--- src/rtl/sample_capture.sv ---
// sample_capture: synchronizes the PMOD pins, debounces the capture strobe
// and queues one 2-bit sample per debounced rising edge into a small FIFO
// drained by the downstream sequencer.
`timescale 1ns/1ps

module sample_capture #(
    parameter int DEBOUNCE_CYCLES = 4,
    parameter int FIFO_DEPTH      = 4
) (
    input  logic       clk,
    input  logic       reset,
    input  logic [3:0] pmod,
    output logic [1:0] sample_data,
    output logic       sample_valid,
    input  logic       sample_ready,
    output logic       run,
    output logic       overflow,
    output logic [4:0] fill_level
);

    localparam int         AW      = $clog2(FIFO_DEPTH);
    localparam logic [7:0] DB_LAST = 8'(DEBOUNCE_CYCLES - 1);
    localparam logic [4:0] DEPTH5  = 5'(FIFO_DEPTH);

    logic [3:0]    sync1;
    logic [3:0]    sync2;
    logic          strobe_s;
    logic [7:0]    db_cnt;
    logic          db_strobe;
    logic          db_prev;
    logic          push_req;
    logic [1:0]    mem [FIFO_DEPTH];
    logic [AW-1:0] wptr;
    logic [AW-1:0] rptr;
    logic [4:0]    count;
    logic          ovf_r;
    logic          full;
    logic          do_pop;
    logic          do_push;
    logic          drop;

    assign strobe_s = sync2[2];
    assign run      = sync2[3];

    // Two-flop synchronizer; the only logic that looks at the raw pins.
    always_ff @(posedge clk or posedge reset) begin
        if (reset) begin
            sync1 <= '0;
            sync2 <= '0;
        end else begin
            sync1 <= pmod;
            sync2 <= sync1;
        end
    end

    // Debounce: count consecutive cycles the synced strobe disagrees with the
    // accepted level; accept it on the DEBOUNCE_CYCLES-th one.
    always_ff @(posedge clk or posedge reset) begin
        if (reset) begin
            db_cnt    <= '0;
            db_strobe <= 1'b0;
            db_prev   <= 1'b0;
        end else begin
            db_prev <= db_strobe;
            if (strobe_s == db_strobe) begin
                db_cnt <= '0;
            end else if (db_cnt == DB_LAST) begin
                db_strobe <= strobe_s;
                db_cnt    <= '0;
            end else begin
                db_cnt <= db_cnt + 8'd1;
            end
        end
    end

    // One push request per debounced rising edge; falling edges are ignored.
    assign push_req = db_strobe & ~db_prev;

    // Outputs are gated by run so a flush is visible in the same cycle run drops.
    assign sample_valid = run && (count != 5'd0);
    assign sample_data  = sample_valid ? mem[rptr] : 2'b00;
    assign fill_level   = run ? count : 5'd0;
    assign overflow     = run & ovf_r;

    assign full    = (count == DEPTH5);
    assign do_pop  = sample_valid & sample_ready;
    assign do_push = push_req & run & (~full | do_pop);
    assign drop    = push_req & run & full & ~do_pop;

    // Sample storage, written at the push edge with the synced data pins.
    always_ff @(posedge clk or posedge reset) begin
        if (reset) begin
            for (int i = 0; i < FIFO_DEPTH; i++) begin
                mem[i] <= 2'b00;
            end
        end else if (do_push) begin
            mem[wptr] <= sync2[1:0];
        end
    end

    // Pointers, occupancy and sticky overflow; run low flushes every cycle.
    always_ff @(posedge clk or posedge reset) begin
        if (reset) begin
            wptr  <= '0;
            rptr  <= '0;
            count <= '0;
            ovf_r <= 1'b0;
        end else if (!run) begin
            wptr  <= '0;
            rptr  <= '0;
            count <= '0;
            ovf_r <= 1'b0;
        end else begin
            if (do_push) begin
                wptr <= wptr + 1'b1;
            end
            if (do_pop) begin
                rptr <= rptr + 1'b1;
            end
            case ({do_push, do_pop})
                2'b10:   count <= count + 5'd1;
                2'b01:   count <= count - 5'd1;
                default: count <= count;
            endcase
            if (drop) begin
                ovf_r <= 1'b1;
            end
        end
    end

endmodule

--- config.mk ---
export PLATFORM = sky130hd
export DESIGN_NAME = sample_capture
export DESIGN_NICKNAME = d
export VERILOG_FILES = /design/src/rtl/sample_capture.sv
export SDC_FILE = /design/constraint.sdc
export NUM_CORES = 1
export LEC_CHECK = 0
export BUFFER_PORTS_ARGS = -buffer_cell sky130_fd_sc_hd__buf_4
export CAP_MARGIN = 15
export CORE_MARGIN = 2
export CORE_UTILIZATION = 52
export CTS_BUF_LIST = sky130_fd_sc_hd__clkbuf_16
export DETAILED_ROUTE_END_ITERATION = 8
export PLACE_DENSITY_LB_ADDON = 0.1
export REMOVE_ABC_BUFFERS = 1
export SLEW_MARGIN = 25
export SYNTH_ARGS = -nofsm -noshare
export SYNTH_HDL_FRONTEND = slang
export SYNTH_SLANG_ARGS = --single-unit
--- constraint.sdc ---
create_clock -name clk -period 2.7 [get_ports clk]
set_clock_uncertainty 0.2 [all_clocks]
set_input_delay 0 -clock clk [delete_from_list [all_inputs] [get_ports clk]]
set_output_delay 0 -clock clk [all_outputs]
set_load 0.005 [all_outputs]
Word level (Yosys, flattened, before mapping). Index checks and enable logic that the tools add are counted.

Register bits: 36. Latch bits: 0. Memory bits (writable): 0. ROM bits: 0. Bits of input ports: 7. Output and inout port bits: 10. Logic and storage cells: 66. Memories: 0.

$add $sub $neg: 5. Multiply operators: 0. Div/mod/pow operators: 0. Magnitude comparators: 3. Equality and inequality tests: 9. Shifts and indexed selects: 0. Muxes and demuxes: 18. Bitwise logic cells: 14. Reduce and logical (&&, ||, !) cells: 4.

Operators with widths (count): 2-bit two-way mux (8); 8-bit two-way mux (2); 5-bit two-way mux (2); 5-bit case mux with 2 select lines (1); 8-bit by 1-bit adder with 8-bit output, second input constant (1); 8-bit bitwise mux (1); 8-bit by 2-bit equality test with 1-bit output, second input constant (1); 1-bit AND (7); 3-bit >= comparator, second input constant (2); 2-bit by 1-bit != test with 1-bit output, second input constant (3); 2-bit inverter with 3-bit output (2); 5-bit by 1-bit adder with 5-bit output, second input constant (1); 5-bit by 3-bit equality test with 1-bit output, second input constant (1); 5-bit nonzero test (1); 5-bit by 1-bit subtractor with 5-bit output, second input constant (1); 2-bit by 1-bit adder with 2-bit output, second input constant (2); 2-bit binary-select mux with 2-bit select (1); 2-bit demux with 2-bit select (1); 1-bit inverter (4); 3-bit by 1-bit < comparator with 1-bit output, second input constant (1); 3-bit by 1-bit != test with 1-bit output, second input constant (1); 2-bit by 1-bit equality test with 1-bit output, second input constant (1); 2-bit equality test, second input constant (1); 1-bit logical AND (2); other kinds (4) (5).

Logic depth before layout (Yosys ltp). Gate-level depths: netlist (run 1).

Word-level depth: 8. Gate-level depth with buffers: 8. Gate-level depth less buffers: 8.

Least setup slack after synthesis (run 1). OpenSTA, ideal clock, no wires.

Path kind: reg-to-reg. From: register count[1]. To: register count[4]. Setup time: 0.125 ns. Arrival: 2.375 ns. Required time: 2.375 ns. Slack: 0.000 ns. Stages on the path, launching flop included: 9. Buffers on the path: 0. Period minus slack after synthesis: 2.700 ns. Path through: dfrtp_1 -> or4_4 -> o2111ai_2 -> inv_1 -> ha_1 -> o31a_1 -> nor3_1 -> o31ai_1 -> mux2_2.

Cells in the longest elaborated chain, start to end: 8. Elaborated cells on any way between the ends: 14. Those cells by class: 2 x add/sub; 4 x eq/ne; 2 x mux; 4 x bitwise; 2 x reduce/logical.

RTL lines: from (decl) (line 35) `logic [4:0] count;`; from (signal assigned) (line 121) `2'b10: count <= count + 5'd1;`; from (signal assigned) (line 122) `2'b01: count <= count - 5'd1;`; from (signal assigned) (line 123) `default: count <= count;`; 5-bit nonzero test (line 80) `assign sample_valid = run && (count != 5'd0);`; 1-bit logical AND (line 80); 1-bit AND (line 86) `assign do_pop = sample_valid & sample_ready;`; 1-bit bitwise OR (line 87) `assign do_push = push_req & run & (~full | do_pop);`; 1-bit AND (line 87); 2-bit by 1-bit equality test with 1-bit output / 2-bit equality test (equally long branches) (line 120) `case ({do_push, do_pop})`; 5-bit case mux with 2 select lines (line 120); 5-bit two-way mux (line 108) `end else if (!run) begin`.

Parallel ways exist; a longest one is shown, timed or not. A chain may end at the register's enable or synchronous reset.

Worst setup path after layout (run 1).
From: register count[0]. To: register count[4].

Same word-level chain as after synthesis.

==> results of run 1 <==
layout by cell type, fill, tap and decap left out, drive strengths merged:
| cell type | netlist | routed |
|---|---|---|
| a21boi | 1 | 1 |
| ha | 7 | 7 |
| a22o | 1 | 1 |
| nand2b | 1 | 1 |
| and3 | 4 | 4 |
| inv | 4 | 4 |
| nand2 | 12 | 12 |
| nor3 | 2 | 2 |
| dfrtp | 36 | 36 |
| o31a | 1 | 1 |
| a41oi | 1 | 1 |
| mux4 | 2 | 2 |
| clkinv | 1 | 4 |
| clkbuf | 3 | 5 |
| nor2 | 16 | 16 |
| buf | 0 | 25 |
| nand3 | 5 | 5 |
| xnor2 | 5 | 5 |
| a21o | 1 | 1 |
| and4 | 1 | 1 |
| o2111ai | 1 | 1 |
| or3 | 2 | 2 |
| o31ai | 2 | 2 |
| or4 | 1 | 1 |
| nand3b | 1 | 1 |
| nor4b | 1 | 1 |
| mux2i | 2 | 2 |
| xor2 | 7 | 7 |
| nor3b | 1 | 1 |
| and2 | 9 | 9 |
| or2 | 3 | 3 |
| a21oi | 3 | 3 |
| o21ai | 2 | 2 |
| dlygate4sd3 | 0 | 6 |
| mux2 | 11 | 11 |
path summary, 6_finish.rpt:
kind	from	end	depth (start not counted)
max	count[0]	count[4]	7
min	sync1[3]	sync2[3]	0
max reg2reg	count[0]	count[4]	7
min reg2reg	sync1[3]	sync2[3]	0
max in group asynchronous	reset	db_cnt[6]	4
min in group asynchronous	reset	db_strobe	4
layout make-up:
| cell class | count | share of cell area |
|---|---|---|
| Inverter | 5 | 0.008532 |
| Clock inverter | 3 | 0.008532 |
| Sequential cell | 36 | 0.4096 |
| Timing Repair Buffer | 31 | 0.1126 |
| Multi-Input combinational cell | 106 | 0.3788 |
| Tap cell | 44 | 0.02503 |
| Clock buffer | 5 | 0.05688 |
layer usage:
layer | global-route usage | part of all wire | vias up
li1 | - | - | 585
met1 | 0.2628 | 0.43 | 609
met4 | 0.09422 | 0.022 | 0
met3 | 0.06513 | 0.036 | 9
met2 | 0.3699 | 0.51 | 24
met5 | 0 | 0 | -
power breakdown:
group | switching (mW) | total (mW) | internal (mW)
clock network | 0.214 | 0.554 | 0.339
registers | 0.114 | 0.776 | 0.662
logic | 0.349 | 0.766 | 0.417
kinds of logic (layout without fill, tap and decap cells):
| logic type | Yosys count | count (layout) | share of synthesized area |
|---|---|---|---|
| AO/OA/AOI/OAI | 13 | 13 | 0.06087 |
| XOR/XNOR | 12 | 12 | 0.06087 |
| adder cells (fa/ha/maj) | 7 | 7 | 0.05072 |
| buffers and inverters | 8 | 44 | 0.01739 |
| flip-flops | 36 | 36 | 0.5217 |
| multiplexers | 15 | 15 | 0.1116 |
| AND/OR/NAND/NOR | 59 | 59 | 0.1768 |
state kept, by name (all words and copies together) (netlist names):
register / count
count: 5
sync2: 4
rptr: 2
db_prev: 1
sync1: 4
db_strobe: 1
mem: 8
ovf_r: 1
wptr: 2
db_cnt: 8
critical path: stages, from the launching register on:
cell and delay [ns]:
dfrtp_1 0.37, or4_4 0.56, o2111ai_4 0.27, inv_2 0.09, ha_4 0.25, and4_1 0.17, o31ai_1 0.25, mux2_2 0.36
per-stage QoR:
stage          total power, mW  cell area, sq um  hold slack [ns]  setup slack [ns]  utilization
3_5_place_dp             1.468              1943         -0.08918         -0.002614       0.6262
5_1_grt                  2.226              2200           0.1546          -0.04456       0.7089
2_1_floorplan            1.235              1715          -0.1686        0.00003286            -
6_report                 2.096              2200           0.1454           0.05472       0.7089
3_3_place_gp             1.431              1943         -0.08985           0.05468       0.6262
4_1_cts                  2.077              2171           0.1471           0.02193       0.6996
what timing repair did:
action / in CTS / in global routing
setup endpoints to repair: 1 / 2
endpoints found under the hold margin: 42 / 0
gates cloned: 0 / 0
hold buffers: 6 / 0
gates resized for setup: 2 / 4
buffers inserted: 0 / 2
pin swaps: 0 / 5
==> metrics.txt, run 1 <==
status complete, no violations; largest cells by area after synthesis dfrtp_1, mux2_2, ha_1; Slew @ Worst Pin 0.4551 ns; Final min period 2.645 ns; kind of critical path flop to flop; Die H 61.63 um; area of the multi-input gates about 830 sq um; clk slew on worst S/H paths approximately 0.060 ns; synthesized cell area about 0.0017 sq mm; crit share post-route 0.9797; final wirelength 3525 um; Die Wd 61.63 um; Final Hold Vio Count 0; Post-Syn Instances 150; Synth warnings 0; Filler Cell Count 234; count of different cell masters after synthesis 35; largest net degree at the start of global routing 37; DP Wirelength roughly 2300 um; count leader, synth dfrtp_1; Slew Limit Fails 0; GRT overflow 0; main flop type after synthesis dfrtp_1; maximum buffer depth of the clock tree 2; P&R area growth vs syn 27.39%; syn_area_per_cell 11.51 sq um; via count 1,227; Ant. Diodes 0; Crit. End Element flop; Cells after DPL 214; routed len/inst 15.33 um; Static Leakage 1.045 nW; register area share after synthesis 0.5217; async set or reset register ratio after synthesis 1.000; Rel. slew slack 0.6966; first-pass GRT wire length 5761 um; Vias/cell 5.335; Finished Layout Cells 230; Detailed Routing Iterations Pass 1 4; hold crit path type flop to flop; crit start category flop; Port Buf Inserts 16; Tot GR Track Use 0.2201; final net count about 200; initial antenna violation count 0; RSZ-0062 raised after global routing yes; DRC viols 0; IO Count 17; gpl congestion 0.8838; H-Tree Depth 2; final setup fails 0; fmax 0.3780 GHz; Max Cap Viol 0; EDFF count, synth 0; Core ar. 0.003103 sq mm; Synth top area share 0.5217; CP Data Required Time 2.67 ns; Commonest cells post-synth dfrtp_1, nor2_1, nand2_1, mux2_2, and2_1; biggest area consumer among synthesized cells dfrtp_1; pwr dens 952.8 mW/mm^2; Worst Path Arrival 2.61 ns; initial core utilization 0.5565; FF-to-FF setup slack 0.05 ns; worst skew pair latency approximately 0.28 ns; register area 900.9 sq um; CTS Sinks 36; number of global-route vias before repair 1,229; initial drt markers 73; share of post-route cells with drive strength above 1 0.3065; critical path fanouts, max 3; ANT nets after route 0; Num CTS Buffers 5; CTS tree done; #FFs+latches synth 36; row cnt 20; die area ~0.0038 sq mm; root buf cell clkbuf_16; Max IR drop VDD 0.5601 mV; Sum Neg Setup Slack 0 ns
Note: power is estimated with default switching activity, not from simulation.
==> run 2, diff against run 1 <==
Settings changed: CORE_UTILIZATION 52 to 57, SLEW_MARGIN 25 to 20.
Clock period 2.7 ns to 2.6 ns, I/O delays scaled along.
==> run 2 against run 1 <==
The run now ends with negative setup slack left. Sequential cell count is the same. Critical endpoint is now count[2]. Critical path depth stayed put. Final area rose by 0.91%. Count of clock-buffer cells in the layout unchanged. Routed wire length down 10%. Combinational power increased by 5.9%. Setup slack lost 0.092 ns.
==> metrics.txt, run 2 (synthesis gave the netlist of run 1 again) <==
number of global-route vias before repair 1,221 (was 1,229); crit share post-route 1.015 (was 0.9797); share of post-route cells with drive strength above 1 0.3155 (was 0.3065); overall power 2.263 mW (was 2.096 mW); kind of critical path flop to flop (unchanged); DRC viols 0 (unchanged); Net Switching 0.6852 mW (was 0.6775 mW); sw frac 0.3028 (was 0.3233); top flop regs db_cnt x8, mem x8, count x5 (unchanged); final net count 200 (was 199); Port Buf Inserts 16 (unchanged); CTS tree done (unchanged); hold crit path type flop to flop (unchanged); failing checks negative setup slack; Clock power frac 0.295 (was 0.264); Die Wd 59.04 um (was 61.63 um); via count 1,180 (was 1,227); share of power burned in registers 0.346 (was 0.370); cell family with most CP delay simple AND/OR/NAND/NOR gates (unchanged); pwr dens 1020 mW/mm^2 (was 952.8 mW/mm^2); Crit path buffers/inverters 0 (was 1); worst skew pair latency 0.27 ns (was 0.28 ns); FF-to-FF setup slack -0.04 ns (was 0.05 ns); Tot GR Track Use 0.2224 (was 0.2201); final wirelength 3162 um (was 3525 um); P&R area growth vs syn 28.55% (was 27.39%); Die H 59.04 um (was 61.63 um); worst hold slack 0.1448 ns (was 0.1454 ns); RSZ-0062 raised after global routing yes (unchanged); fmax 0.3791 GHz (was 0.3780 GHz); CP Data Required Time 2.56 ns (was 2.67 ns); Max Cap Viol 0 (unchanged); clk slew on worst S/H paths 0.05 ns (was 0.06 ns); Ant. Diodes 0 (unchanged); P_int 1.578 mW (was 1.418 mW); Final min period 2.638 ns (was 2.645 ns); crit start category flop (unchanged); row cnt 19 (was 20); initial drt markers 48 (was 73); total setup buffers inserted after CTS 0 (unchanged); initial core utilization 0.6103 (was 0.5565); critical path cell sequence or4_4 > o2111ai_4 > xnor2_2 > ha_2 > or3_1 > a21boi_2 > mux2_4 (was or4_4 > o2111ai_4 > inv_2 > ha_4 > and4_1 > o31ai_1 > mux2_2); final setup fails 2 (was 0); commonest non-fill, non-tap cell in the layout dfrtp_1 (unchanged); Crit. End Element flop (unchanged); Slew @ Worst Pin 0.4411 ns (was 0.4551 ns); status finished with violations (was complete, no violations); final worst slack -0.03771 ns (was 0.05472 ns); die area 0.003486 sq mm (was 0.003798 sq mm); Core ar. 0.002829 sq mm (was 0.003103 sq mm); H-Tree Depth 2 (unchanged); Combinational Power Share 0.358 (was 0.366); largest net degree at the start of global routing 37 (unchanged); Rel. slew slack 0.7059 (was 0.6966); routed len/inst 14.50 um (was 15.33 um); Max IR drop VDD 0.7652 mV (was 0.5601 mV); gpl congestion 0.8384 (was 0.8838); CP max stage delay 0.56 ns (about the same); Worst Path Arrival 2.60 ns (was 2.61 ns); DP Wirelength 2136 um (was 2264 um); CTS Sinks 36 (unchanged); Static Leakage 1.052 nW (was 1.045 nW); Worst path slowest cell or4_4 (unchanged); root buf cell clkbuf_16 (unchanged); commonest non-fill, non-tap cells in the layout dfrtp_1, buf_4, nor2_1 (unchanged); GRT overflow 0 (unchanged); IO Count 17 (unchanged); critical path fanouts, max 4 (was 3); maximum buffer depth of the clock tree 2 (unchanged); ANT nets after route 0 (unchanged); first-pass GRT wire length 5678 um (was 5761 um); initial antenna violation count 0 (unchanged); Vias/cell 5.413 (was 5.335); Slew Limit Fails 0 (unchanged); Num CTS Buffers 5 (unchanged); Detailed Routing Iterations Pass 1 4 (unchanged); Final Hold Vio Count 0 (unchanged)
-- run 2: cell count changes in the layout (fill, tap and decap cells not counted), sizes merged --
| cell | change |
|---|---|
| bufinv | +1 |
| clkinvlp | +1 |
| buf | +1 |
| clkinv | -2 |
-- run 2: path summary, 6_finish.rpt --
path / startpoint / to / cells past startpoint
worst min register to register: sync1[1] / sync2[1] / 0
min in group asynchronous: reset / mem[1] / 4
max in group asynchronous: reset / db_cnt[7] / 4
worst max-delay path: count[3] / count[2] / 7
worst min-delay path: sync1[1] / sync2[1] / 0
worst max register to register: count[3] / count[2] / 7
-- run 2: area by class of cell --
type	count	area, sq um
flip-flops and latches	36	900.9
multi-input cells	106	838.3
fillers	177	609.3
repair buffers	32	255.2
clock buffers	5	125.1
clock inverters	3	42.54
well taps	31	38.79
inverters	5	18.77
-- run 2: power groups by stage --
stage / clock (mW) / combinational, mW / sequential, mW
3_5_place_dp: 0 / 0.744 / 0.789
5_1_grt: 0.705 / 0.890 / 0.806
4_1_cts: 0.680 / 0.795 / 0.787
6_report: 0.668 / 0.811 / 0.784
3_3_place_gp: 0 / 0.720 / 0.782
2_1_floorplan: 0 / 0.504 / 0.778
-- run 2: repair_timing --
action                                  CTS  global route
hold buffers                              6             0
resized for setup                         5             2
hold endpoints to repair                 42             0
endpoints found under the setup margin    2             2
pin swaps                                 3             2
-- run 2: through the flow --
| step | util | setup WS, ns | area, sq um | std cells | TNS (ns) |
|---|---|---|---|---|---|
| floorplan | - | -0.09997 | 1715 | 147 | -0.1591 |
| global placement | 0.6891 | -0.02616 | 1949 | 204 | -0.02616 |
| detailed placement | 0.6891 | -0.1043 | 1949 | 204 | -0.1592 |
| CTS | 0.7820 | -0.03641 | 2212 | 218 | -0.07211 |
| global route | 0.7846 | -0.1528 | 2220 | 218 | -0.2791 |
| finish | 0.7846 | -0.03771 | 2220 | 218 | -0.06463 |
-- run 2: layer usage --
layer  track usage  part of all wire  vias up
met4       0.05844            0.0073        0
met2        0.3571              0.49       16
li1              -                 -      585
met1        0.3013              0.48      577
met5             0                 0        -
met3       0.06114             0.026        2
==> run 3, diff against run 2 <==
Settings changed: CORE_UTILIZATION 57 to 62.
Clock period 2.6 ns to 3.25 ns, I/O delays scaled along.
==> run 3 against run 2 <==
The flow now finishes without violations. First-iteration DRC count unchanged. Sequential power is 18% lower. Worst hold slack better by 0.0045 ns. Setup slack improved by 0.39 ns. Core utilization shrank 1.7 points. Power fell by 28%. Critical endpoint is now count[4]. Via count hardly changed. Largest power group is now sequential cells.
==> metrics.txt, run 3 (synthesis gave the netlist of run 1 again) <==
cell area after layout 0.002081 sq mm (was 0.002220 sq mm); Core ar. 0.002710 sq mm (was 0.002829 sq mm); Slew @ Worst Pin 0.4856 ns (was 0.4411 ns); FF-to-FF End count[4] (was count[2]); pwr dens 779.2 mW/mm^2 (was 1020 mW/mm^2); worst hold slack 0.1493 ns (was 0.1448 ns); kind of critical path flop to flop (unchanged); Clock power frac 0.278 (was 0.295); final core occ 0.7678 (was 0.7846); GRT overflow 0 (unchanged); die area 0.003223 sq mm (was 0.003486 sq mm); Die Wd 56.77 um (was 59.04 um); worst skew pair latency 0.28 ns (was 0.27 ns); root buf cell clkbuf_16 (unchanged); final wirelength 3273 um (was 3162 um); DP Wirelength 2234 um (was 2136 um); Tot GR Track Use 0.2316 (was 0.2224); FF-to-FF setup slack 0.35 ns (was -0.04 ns); ANT nets after route 0 (unchanged); Filler Cell Count 170 (was 177); Ant. Diodes 0 (unchanged); Max Cap Viol 0 (unchanged); commonest non-fill, non-tap cell in the layout dfrtp_1 (unchanged); P&R area growth vs syn 20.51% (was 28.55%); R2R depth 8 (was 7); Final Hold Vio Count 0 (unchanged); row cnt 19 (unchanged); cts repair resizes 0 (was 5); routed len/inst 15.66 um (was 14.50 um); CP Data Required Time 3.22 ns (was 2.56 ns); hold_sp sync1[0] (was sync1[1]); gpl congestion 0.7742 (was 0.8384); Static Leakage 1.001 nW (was 1.052 nW); initial core utilization 0.6371 (was 0.6103); commonest non-fill, non-tap cells in the layout dfrtp_1, buf_4, nor2_1 (unchanged); Worst Path Arrival 2.87 ns (was 2.60 ns); Max IR drop VDD 0.6766 mV (was 0.7652 mV); Cell Area, Placed 0.001882 sq mm (was 0.001949 sq mm); Combinational Power Share 0.325 (was 0.358); Net Switching 0.5069 mW (was 0.6852 mW); clk slew on worst S/H paths 0.06 ns (was 0.05 ns); Port Buf Inserts 16 (unchanged); crit start category flop (unchanged); Detailed Routing Iterations Pass 1 4 (unchanged); Vias/cell 5.641 (was 5.413); Final min period 2.902 ns (was 2.638 ns); share of post-route cells with drive strength above 1 0.2416 (was 0.3155); DRC viols 0 (unchanged); initial antenna violation count 0 (unchanged); share of power burned in registers 0.398 (was 0.346); first-pass GRT wire length 5540 um (was 5678 um); reg2reg start count[1] (was count[3]); IO Count 17 (unchanged); final setup fails 0 (was 2); largest net degree at the start of global routing 37 (unchanged); via count 1,179 (was 1,180); sw frac 0.3127 (was 0.3028); Hold EP sync2[0] (was sync2[1]); hold crit path type flop to flop (unchanged); top flop regs db_cnt x8, mem x8, count x5 (unchanged); initial drt markers 48 (unchanged); fmax 0.3445 GHz (was 0.3791 GHz); Slew Limit Fails 0 (unchanged); Crit. End Element flop (unchanged); H-Tree Depth 2 (unchanged); RSZ-0062 raised after global routing no (was yes); Rel. slew slack 0.6762 (was 0.7059); P_int 1.114 mW (was 1.578 mW); final net count 191 (was 200); number of global-route vias before repair 1,211 (was 1,221); crit share post-route 0.8930 (was 1.015); Die H 56.77 um (was 59.04 um); critical path fanouts, max 7 (was 4); status complete, no violations (was finished with violations); CTS tree done (unchanged); maximum buffer depth of the clock tree 2 (unchanged); Sum Neg Setup Slack 0 ns (was -0.06463 ns); Num CTS Buffers 5 (unchanged); CTS Sinks 36 (unchanged); Min-Delay Path Depth 0 (unchanged)
run 3: timing repair:
| item | 4_1_cts | 5_1_grt |
|---|---|---|
| hold buffers | 6 | 0 |
| setup buffers | 0 | 0 |
| hold endpoints to repair | 44 | 0 |
run 3: worst max-delay path: stages, from the launching register on:
cell and delay (ns):
dfrtp_1 0.45, or4_4 0.58, o2111ai_2 0.32, inv_1 0.08, ha_1 0.33, o31a_1 0.14
nor3_1 0.05, o31ai_1 0.26, mux2_2 0.37
run 3: power by group through the flow:
stage / sequential, mW / clock (mW) / combinational [mW]
2_1_floorplan: 0.622 / 0 / 0.403
3_3_place_gp: 0.642 / 0 / 0.495
3_5_place_dp: 0.653 / 0 / 0.515
4_1_cts: 0.645 / 0.460 / 0.531
5_1_grt: 0.661 / 0.477 / 0.576
6_report: 0.645 / 0.450 / 0.526
run 3: layout make-up:
cell class	instances	area, sq um	area share
well taps	31	38.79	0.01864
multi-input cells	106	795.8	0.3824
inverters	5	18.77	0.009020
repair buffers	23	187.7	0.09020
clock inverters	3	13.76	0.006615
flip-flops and latches	36	900.9	0.4330
clock buffers	5	125.1	0.06013
run 3: layer usage:
layer / part of all wire / global-route usage
met1: 0.43 / 0.2746
met2: 0.51 / 0.3870
met3: 0.043 / 0.06912
met4: 0.025 / 0.1063
met5: 0 / 0
run 3: worst max path at each step:
stage | startpoint | end | slack, ns | depth (start not counted)
final | count[1] | count[4] | 0.35 | 8
after global placement | count[1] | count[4] | 0.47 | 8
after detailed placement | count[1] | count[4] | 0.35 | 8
after global routing | count[1] | count[4] | 0.20 | 8
after floorplan | count[1] | count[4] | 0.55 | 8
after CTS | count[1] | count[4] | 0.35 | 8
run 3: stage by stage:
stage | power [mW] | std cells | setup slack (ns)
global placement | 1.137 | 195 | 0.4666
detailed placement | 1.167 | 195 | 0.3476
finish | 1.621 | 209 | 0.3476
CTS | 1.636 | 209 | 0.3542
global route | 1.714 | 209 | 0.2011
floorplan | 1.026 | 147 | 0.5500
